==> src/rtl/fifo_write_arbiter.sv <==
// Purpose: round-robin arbiter that gives N producers turns at one FIFO write port, one bounded burst per grant.
// Latency: grant registered one edge after req is seen in IDLE; words are accepted combinationally (ack/fifo_wr) in the same cycle.
// Backpressure: fifo_full stalls the owner in place (grant and count hold, no timeout); optional FIFO_ARB_PRIO_EN gives requester 0 priority.
module fifo_write_arbiter #(
    parameter int N         = 4,
    parameter int DW        = 8,
    parameter int BURST_LEN = 4
) (
    input  logic            clk,
    input  logic            rst,
    input  logic [N-1:0]    req,
    input  logic [N*DW-1:0] din_bus,
    output logic [N-1:0]    gnt,
    output logic [N-1:0]    ack,
    output logic            fifo_wr,
    output logic [DW-1:0]   fifo_din,
    input  logic            fifo_full,
    output logic            busy
);

    localparam int CW = $clog2(BURST_LEN) + 1;
    localparam int IW = $clog2(N);

    typedef enum logic {
        S_IDLE  = 1'b0,
        S_BURST = 1'b1
    } state_t;

    state_t          state_q, state_d;
    logic [N-1:0]    gnt_q,   gnt_d;
    logic [IW-1:0]   owner_q, owner_d;
    logic [IW-1:0]   last_q,  last_d;
    logic [CW-1:0]   cnt_q,   cnt_d;

    logic            win_found;
    logic [IW-1:0]   win_idx;
    logic            owner_req;
    logic [DW-1:0]   owner_dat;
    logic            accept;
    logic            burst_done;

    // Pick the next winner: first set req bit searching circularly from last+1.
    always_comb begin
        win_found = 1'b0;
        win_idx   = '0;
        for (int k = 1; k <= N; k++) begin
            for (int i = 0; i < N; i++) begin
                if (!win_found && req[i] && (((int'(last_q) + k) % N) == i)) begin
                    win_found = 1'b1;
                    win_idx   = IW'(i);
                end
            end
        end
`ifdef FIFO_ARB_PRIO_EN
        // Requester 0 overrides the rotation whenever it asks.
        if (req[0]) begin
            win_found = 1'b1;
            win_idx   = '0;
        end
`else
`endif
    end

    // Select the owner's request bit and data slice.
    always_comb begin
        owner_req = 1'b0;
        owner_dat = '0;
        for (int i = 0; i < N; i++) begin
            if (owner_q == IW'(i)) begin
                owner_req = req[i];
                owner_dat = din_bus[i*DW +: DW];
            end
        end
    end

    // Next-state logic and combinational write-side outputs.
    always_comb begin
        state_d    = state_q;
        gnt_d      = gnt_q;
        owner_d    = owner_q;
        last_d     = last_q;
        cnt_d      = cnt_q;
        accept     = 1'b0;
        burst_done = 1'b0;
        ack        = '0;
        fifo_wr    = 1'b0;

        case (state_q)
            S_IDLE: begin
                if (win_found) begin
                    gnt_d   = N'(1) << win_idx;
                    owner_d = win_idx;
                    last_d  = win_idx;
                    cnt_d   = '0;
                    state_d = S_BURST;
                end else begin
                    gnt_d   = '0;
                end
            end
            S_BURST: begin
                accept  = owner_req && !fifo_full;
                fifo_wr = accept;
                if (accept) begin
                    ack   = N'(1) << owner_q;
                    cnt_d = cnt_q + CW'(1);
                end
                // Leave after the last counted word, or as soon as the owner withdraws.
                burst_done = (accept && (cnt_q == CW'(BURST_LEN - 1))) || !owner_req;
                if (burst_done) begin
                    gnt_d   = '0;
                    state_d = S_IDLE;
                end
            end
            default: begin
                gnt_d   = '0;
                state_d = S_IDLE;
            end
        endcase
    end

    // State registers; last starts at N-1 so the first grant goes to requester 0.
    always_ff @(posedge clk or negedge rst) begin
        if (!rst) begin
            state_q <= S_IDLE;
            gnt_q   <= '0;
            owner_q <= '0;
            last_q  <= IW'(N - 1);
            cnt_q   <= '0;
        end else begin
            state_q <= state_d;
            gnt_q   <= gnt_d;
            owner_q <= owner_d;
            last_q  <= last_d;
            cnt_q   <= cnt_d;
        end
    end

    // Output drive; fifo_din follows the owner even when no write is issued.
    always_comb begin
        gnt      = gnt_q;
        busy     = (state_q == S_BURST);
        fifo_din = owner_dat;
    end

endmodule

==> config.mk <==
export PLATFORM = sky130hd
export DESIGN_NAME = fifo_write_arbiter
export DESIGN_NICKNAME = d
export VERILOG_FILES = /design/src/rtl/fifo_write_arbiter.sv
export SDC_FILE = /design/constraint.sdc
export NUM_CORES = 1
export LEC_CHECK = 0
export BUFFER_PORTS_ARGS = -buffer_cell sky130_fd_sc_hd__buf_2
export CELL_PAD_IN_SITES_DETAIL_PLACEMENT = 1
export CELL_PAD_IN_SITES_GLOBAL_PLACEMENT = 1
export CORE_ASPECT_RATIO = 0.6
export CORE_MARGIN = 1
export CORE_UTILIZATION = 29
export DETAILED_ROUTE_END_ITERATION = 8
export PLACE_DENSITY_LB_ADDON = 0.1
export SLEW_MARGIN = 0
export SYNTH_ARGS = -nofsm -noshare
export SYNTH_HDL_FRONTEND = slang
export SYNTH_SLANG_ARGS = --single-unit
export TNS_END_PERCENT = 100
==> constraint.sdc <==
create_clock -name clk -period 1.92 [get_ports clk]
set_clock_uncertainty 0.05 [all_clocks]
set_input_delay 0.096 -clock clk [delete_from_list [all_inputs] [get_ports clk]]
set_output_delay 0.096 -clock clk [all_outputs]
set_load 0.05 [all_outputs]
# --- After elaboration in Yosys (flattened, before gate mapping) ---
# Index checks and enable logic that the tools add are counted.
totals:
  reg_bits: 12
  output_inout_bits: 18
classes:
  n_reduce_logical: 62
  eq_ne: 19
  bitwise_logic: 5
  muxes: 51
  n_shift: 2
  addsub: 5
op_table:
  columns: ["cell", "n"]
  rows:
  - ["logical NOT 32 bit", 4]
  - ["logical AND 1 bit", 33]
  - ["two-way mux 8 bit", 4]
  - ["two-way mux 2 bit", 14]
  - ["equality test 3 bit, second input constant", 8]
  - ["two-way mux 1 bit", 24]
  - ["logical NOT 1 bit", 17]
  - ["two-way mux 4 bit", 4]
  - ["equality test 3 x 2 -> 1 bit, second input constant", 5]
  - ["one-hot mux 4 bit (2 select lines)", 1]
  - ["OR reduction 2 bit", 4]
  - ["left shift 1 x 2 -> 4 bit, first input constant", 2]
  - ["two-way mux 3 bit", 2]
  - ["one-hot mux 3 bit (2 select lines)", 1]
  - ["adder 2 x 1 -> 2 bit, second input constant", 2]
  - ["adder 2 bit, second input constant", 2]
  - ["bitwise AND 1 bit, first input constant", 4]
  - ["equality test 2 bit, second input constant", 2]
  - ["!= test 2 x 1 -> 1 bit, second input constant", 2]
  - ["AND reduction 2 bit", 2]
  - ["adder 3 x 1 -> 3 bit, second input constant", 1]
  - ["equality test 2 x 1 -> 1 bit, second input constant", 1]
  - ["logical NOT 2 bit", 1]
  - ["!= test 2 bit, second input constant", 1]
  - ["other kinds (3)", 3]

# --- Longest topological paths before layout ---
# Gate-level depths: netlist of the first run.
logic_depth:
  word_depth: 69
  mapped_depth: 5
  ltp_nobuf: 4

# --- Worst setup path after synthesis of the first run ---
# No wires, ideal clock.
synth_timing:
  path_type: "reg2out"
  startpoint: "reg owner_q[0]"
  endpoint: "out ack[2]"
  slack_ns: -0.427
  path_buffers: 1
  path_stages_with_launch: 5
  t_arrival_ns: 2.201
  path_cell_list: "dfrtp_1 > buf_6 > mux4_2 > nand3_2 > nor3b_1"
synth_via:
  elab_chain_len: 8
  elab_cells_between_ends: 12
  cone_classes: "3 x eq/ne; 1 x shift; 6 x mux; 2 x reduce/logical"
synth_rtl:
  columns: ["item", "line_no", "rtl"]
  rows:
  - ["start, declared", "31", "logic [IW-1:0] owner_q, owner_d;"]
  - ["start signal, assigned", "132", "owner_q <= owner_d;"]
  - ["logical NOT 2 bit", "69", "if (owner_q == IW'(i)) begin"]
  - ["two-way mux 1 bit (4 in a row)", "69", null]
  - ["logical AND 1 bit", "101", "accept = owner_req && !fifo_full;"]
  - ["two-way mux 4 bit *", "103", "if (accept) begin"]
  - ["two-way mux 4 bit *", "88", "case (state_q)"]
  - ["end, declared", "14", "output logic [N-1:0] ack,"]
# Mark *: on every way between the ends. The rest lies on a longest branch, timed or not.

# --- Worst setup path after layout of the first run ---
layout_timing:
  startpoint: "reg owner_q[0]"
  endpoint: "out ack[3]"
# Same word-level chain as after synthesis.

==> results.tsv, run 1 <==
stage	metric	value	unit
run_status	outcome	complete, no violations	
logic_synthesis	syn_area_per_cell	11.4	sq um
worst_setup_path	reg2reg_from	owner_q[0]	
sta	hold_violations	0	
sta	setup-tns-final	0	ps
worst_setup_path	cp_max_fo	5	
logic_synthesis	postSynthNetCount	115	
clock_network	cts_sinks	12	
finish	syn_to_final_growth	52.4	%
clock_network	clock_path_buffers	2	
drt	wire_per_inst	15.6	microns
drt	postRouteAntennaNets	0	
logic_synthesis	syn-cell-area	846	sq um
worst_setup_path	startpoint	owner_q[0]	
worst_setup_path	crit_type	reg2out	
drt	drc	0	
pwr	power_density	1770	nW/um^2
global_route	grt_usage	0.169	
floorplanning	die_h	43.8	microns
sta	finalCritPeriodShare	0.961	
finish	finalNetCount	182	
worst_setup_path	reg2reg_to	cnt_q[1]	
finish	fin_util	0.490	
drt	firstDrtPassIters	4	
worst_setup_path	worstPathRequired	1770	ps
clock_network	cts-htree-levels	1	
logic_synthesis	seq_area_frac_synth	0.358	
sta	min_period	1850	ps
floorplanning	io_pins	57	
finish	final_cells	172	
sta	rsz0062_at_grt	no	
global_route	grt_start_max_net_pins	14	
clock_network	cts_tree	yes	
placement	hpwlAfterDp	2130	microns
drt	routed_via_density	5.03	
sta	worstMarginPinSlew	503	ps
sta	fmax	542	MHz
clock_network	path_clk_slew	50	ps
logic_synthesis	yosysWarningCount	0	
placement	place_congestion	0.812	
finish	fin_area	1290	sq um
placement	placed_cells	162	
floorplanning	initial_core_util	0.322	
worst_setup_path	critPathLaunchType	register	
clock_network	cts-root-buf	clkbuf_8	
global_route	grt_pass1_wl	3980	microns
drt	totalWireLength	2680	microns
floorplanning	dieArea	3140	sq um
logic_synthesis	synth-seq-cells	12	
drt	dr_total_vias	866	
worst_setup_path	reg2regPathDepth	6	
floorplanning	die_w	71.7	microns
worst_hold_path	hold_class	in2reg	
worst_setup_path	rrSetupSlack	340	ps
worst_setup_path	cp.arrival	1700	ps
finish	drive_gt1_frac	0.593	
clock_network	cts_buffers	3	
sta	finalSetupViolCount	0	
global_route	globalRouteOverflowTotal	0	
global_route	antenna_found_initial	0	
pwr	power	0.00229	W
flow_run	max_cap_viol_count	0	
drt	drtIter0Drc	29	
sta	max_slew_margin	0.665	
worst_setup_path	cp-endpoint	ack[3]	
finish	diodes	0	
clock_network	insertion_delay	240	ps
pwr	p_leak	0.653	nW
global_route	grt_pass1_vias	822	
sta	slew_violations	0	
pwr	max-vdd-ir-drop	926	uV
floorplanning	core	2630	sq um
worst_setup_path	end_kind	primary output	
logic_synthesis	netlist_instances	74	
logic_synthesis	yosysUniqueCellTypes	31	
placement	placed_area	1180	sq um
placement	io_buffers	56	
floorplanning	row_count	14	
routing by layer:
metal  GRT usage  wire (microns)
met3      0.0442             160
met2       0.277            1280
met4      0.0118               0
met5           0               0
met1       0.237            1240
through the flow:
stage	hold WS [ps]	worst slack, ps
5_1_grt	240	4.65
3_5_place_dp	-63.3	239
3_3_place_gp	-59.7	293
6_report	215	73.9
2_1_floorplan	-250	-1.91
4_1_cts	218	2.06
where the power goes:
part | internal [W] | total, W | switching, W | leakage [nW]
sequential | 0.000384 | 0.000474 | 0.0000905 | 0.150
clock | 0.000146 | 0.000235 | 0.0000892 | 0.0228
combinational | 0.000536 | 0.00158 | 0.00104 | 0.480
total | 0.00107 | 0.00229 | 0.00122 | 0.653
synth_stat cells, drive strengths merged:
library cell  number  area share
mux4               9        0.25
nor2               4       0.018
nor3b              3       0.027
ha                 2       0.030
a311oi             1       0.010
nand2b             2       0.015
a21oi              4       0.028
o2bb2ai            1       0.010
buf                2       0.019
or2                2       0.015
and3               1      0.0074
a22o               1       0.010
clkbuf             1      0.0044
nor3               2       0.012
nand3              4       0.030
o21ai              4       0.024
dfrtp             10        0.30
dfstp              2       0.062
nand2              5       0.022
a211o              1       0.010
mux2               2       0.027
a32o               2       0.024
o22ai              1      0.0074
a21o               1      0.0089
inv                7       0.031
how the worst min path moves through the flow:
stage            from  endpoint  slack, ps  cells past startpoint
2_1_floorplan     rst      busy       -250                      0
3_3_place_gp      rst    gnt[3]        -60                      1
3_5_place_dp      rst    gnt[3]        -60                      1
4_1_cts           rst    gnt[3]        220                      2
5_1_grt           rst    gnt[2]        240                      2
6_report       req[1]    gnt[0]        210                      3
cell usage in the layout, fill, tap and decap left out, types with 2 or more instances in the layout:
cell | synthesis | routed
buf_2 | 1 | 55
dfrtp_1 | 10 | 10
buf_4 | 0 | 8
mux4_2 | 6 | 6
inv_1 | 6 | 6
nand2_1 | 5 | 5
nor2_1 | 4 | 4
o21ai_0 | 4 | 4
mux4_1 | 3 | 3
a21oi_1 | 3 | 3
nand3_1 | 3 | 3
clkbuf_8 | 0 | 3
nor3b_2 | 0 | 2
nand2b_1 | 2 | 2
mux2_2 | 2 | 2
a32o_1 | 2 | 2
ha_1 | 2 | 2
dfstp_2 | 2 | 2
what timing repair did:
| item | in CTS | in global routing |
|---|---|---|
| buffers inserted | 0 | 4 |
| hold buffers | 1 | 0 |
| pin swaps | 0 | 1 |
| cloned | 0 | 1 |
| setup endpoints to repair | 1 | 1 |
| hold endpoints to repair | 12 | 0 |
| gates resized for setup | 1 | 2 |
state kept, by name, indices dropped and copies added (netlist names):
register,count
gnt,4
cnt_q,3
last_q,2
owner_q,2
busy,1
cell families (layout without fill, tap and decap cells):
logic type,count (synthesis),count (layout),share of synthesized area
buffers and inverters,10,75,0.0547
flip-flops,12,12,0.358
AO/OA/AOI/OAI,16,16,0.133
adder cells (fa/ha/maj),2,2,0.0296
AND/OR/NAND/NOR,23,24,0.145
multiplexers,11,11,0.280
critical path: stages, from the launching register on:
cell,delay (ps)
dfrtp_1,360
mux4_2,570
nand3_4,140
inv_2,40
and3_1,160
buf_4,180
layout make-up:
| type | count | area, sq um |
|---|---|---|
| clock buffers | 4 | 45.0 |
| fillers | 313 | 1340 |
| inverters | 7 | 26.3 |
| multi-input cells | 53 | 529 |
| flip-flops and latches | 12 | 303 |
| well taps | 32 | 40.0 |
| repair buffers | 64 | 345 |
(Power assumes the default switching activity.)
==> inputs of run 2 (changes only) <==
==> constraint.sdc (replaced) <==
create_clock -name clk -period 1.92 [get_ports clk]
set_clock_uncertainty 0.05 [all_clocks]
set_input_delay 0.096 -clock clk [delete_from_list [all_inputs] [get_ports clk]]
set_output_delay 0.096 -clock clk [all_outputs]
set_load 0.02 [all_outputs]
==> results.tsv, run 2 (synthesis results as in run 1) <==
stage	metric	value	unit
drt	firstDrtPassIters	2	
drt	wire_per_inst	15.6	microns
floorplanning	initial_core_util	0.322	
global_route	globalRouteOverflowTotal	0	
placement	hpwlAfterDp	2170	microns
clock_network	path_clk_slew	60	ps
sta	slew_violations	0	
finish	largest_reg_flops	4	
pwr	max-vdd-ir-drop	866	uV
global_route	grt_pass1_wl	3880	microns
global_route	grt_start_max_net_pins	14	
worst_setup_path	end_kind	primary output	
worst_setup_path	cp_max_fo	10	
floorplanning	row_count	14	
worst_hold_path	hold_class	in2async	
placement	pre_cts_ws	325	ps
sta	max_slew_margin	0.650	
worst_setup_path	reg2regPathDepth	4	
global_route	grt_pass1_vias	813	
finish	drive_gt1_frac	0.563	
drt	postRouteAntennaNets	0	
floorplanning	io_pins	57	
sta	min_period	1840	ps
drt	routed_via_density	5.19	
floorplanning	die_w	71.7	microns
pwr	power_density	1510	nW/um^2
sta	finalCritPeriodShare	0.960	
worst_setup_path	crit_type	reg2out	
finish	diodes	0	
finish	fin_area	1240	sq um
placement	placed_area	1170	sq um
clock_network	cts_setup_buffers	0	
finish	layout_common_cells	56 x buf_2, 10 x dfrtp_1, 6 x mux4_2, 6 x inv_1, 5 x nand2_1	
sta	fmax	543	MHz
floorplanning	die_h	43.8	microns
clock_network	cts-root-buf	clkbuf_8	
worst_setup_path	critPathLaunchType	register	
sta	setup-tns-final	0	ps
sta	hold_violations	0	
clock_network	cts-htree-levels	1	
placement	place_congestion	0.803	
global_route	antenna_found_initial	0	
worst_setup_path	worstPathRequired	1770	ps
floorplanning	dieArea	3140	sq um
finish	finalNetCount	177	
finish	layout_commonest_cell	buf_2	
floorplanning	core	2630	sq um
sta	finalSetupViolCount	0	
drt	drtIter0Drc	23	
clock_network	cts_tree	yes	
clock_network	clock_path_buffers	2	
drt	drc	0	
clock_network	cts_buffers	3	
sta	worstMarginPinSlew	525	ps
pwr	p_leak	0.635	nW
sta	rsz0062_at_grt	no	
sta	finalWorstSetupSlack	76.8	ps
pwr	power	0.00188	W
drt	totalWireLength	2610	microns
global_route	grt_usage	0.166	
finish	syn_to_final_growth	46.7	%
worst_setup_path	cp.arrival	1700	ps
clock_network	cts_sinks	12	
run_status	outcome	complete, no violations	
flow_run	max_cap_viol_count	0	
clock_network	insertion_delay	240	ps
drt	dr_total_vias	866	
placement	io_buffers	56	
[run 2: layout make-up]
| type | count | area, sq um |
|---|---|---|
| Inverter | 7 | 26.3 |
| Clock buffer | 4 | 55.1 |
| Tap cell | 32 | 40.0 |
| Sequential cell | 12 | 303 |
| Multi-Input combinational cell | 52 | 504 |
| Fill cell | 321 | 1390 |
| Timing Repair Buffer | 60 | 313 |
[run 2: metal layers]
metal	track usage	routed length, microns	part of all wire
met4	0.0235	11	0.0042
met2	0.274	1290	0.49
met3	0.0558	147	0.056
met1	0.220	1160	0.45
met5	0	0	0
[run 2: path summary, 6_finish.rpt]
check                           start         end  slack, ps
max                        owner_q[0]      ack[3]         80
min                               rst  owner_q[0]        210
min in group clk               req[1]      gnt[0]        210
min reg2reg                    gnt[3]      gnt[3]        440
max in group asynchronous         rst   last_q[1]       1330
max reg2reg                 last_q[0]  owner_q[0]        360
[run 2: per-stage QoR]
step	util	std cells	hold slack, ps
6_report	0.472	167	206
5_1_grt	0.472	167	212
3_3_place_gp	0.445	162	-66.5
4_1_cts	0.470	167	205
2_1_floorplan	-	74	-250
3_5_place_dp	0.445	162	-58.3
[run 2: where the power goes]
part	switching [W]	internal [W]	leakage [nW]
Clock	0.0000982	0.000181	0.0288
Combinational	0.000632	0.000492	0.456
Sequential	0.0000890	0.000384	0.150
Total	0.000819	0.00106	0.635
[run 2: repair_timing]
item	CTS	global route
endpoints found under the hold margin	12	0
hold buffers	1	0
endpoints found under the setup margin	0	1
gates resized for setup	0	1
[run 2: worst max-delay path, stage by stage, from the launching register on]
cell and delay [ps]:
dfrtp_1 370, mux4_2 560, nand3_4 160, inv_2 40, and3_1 170, buf_2 150
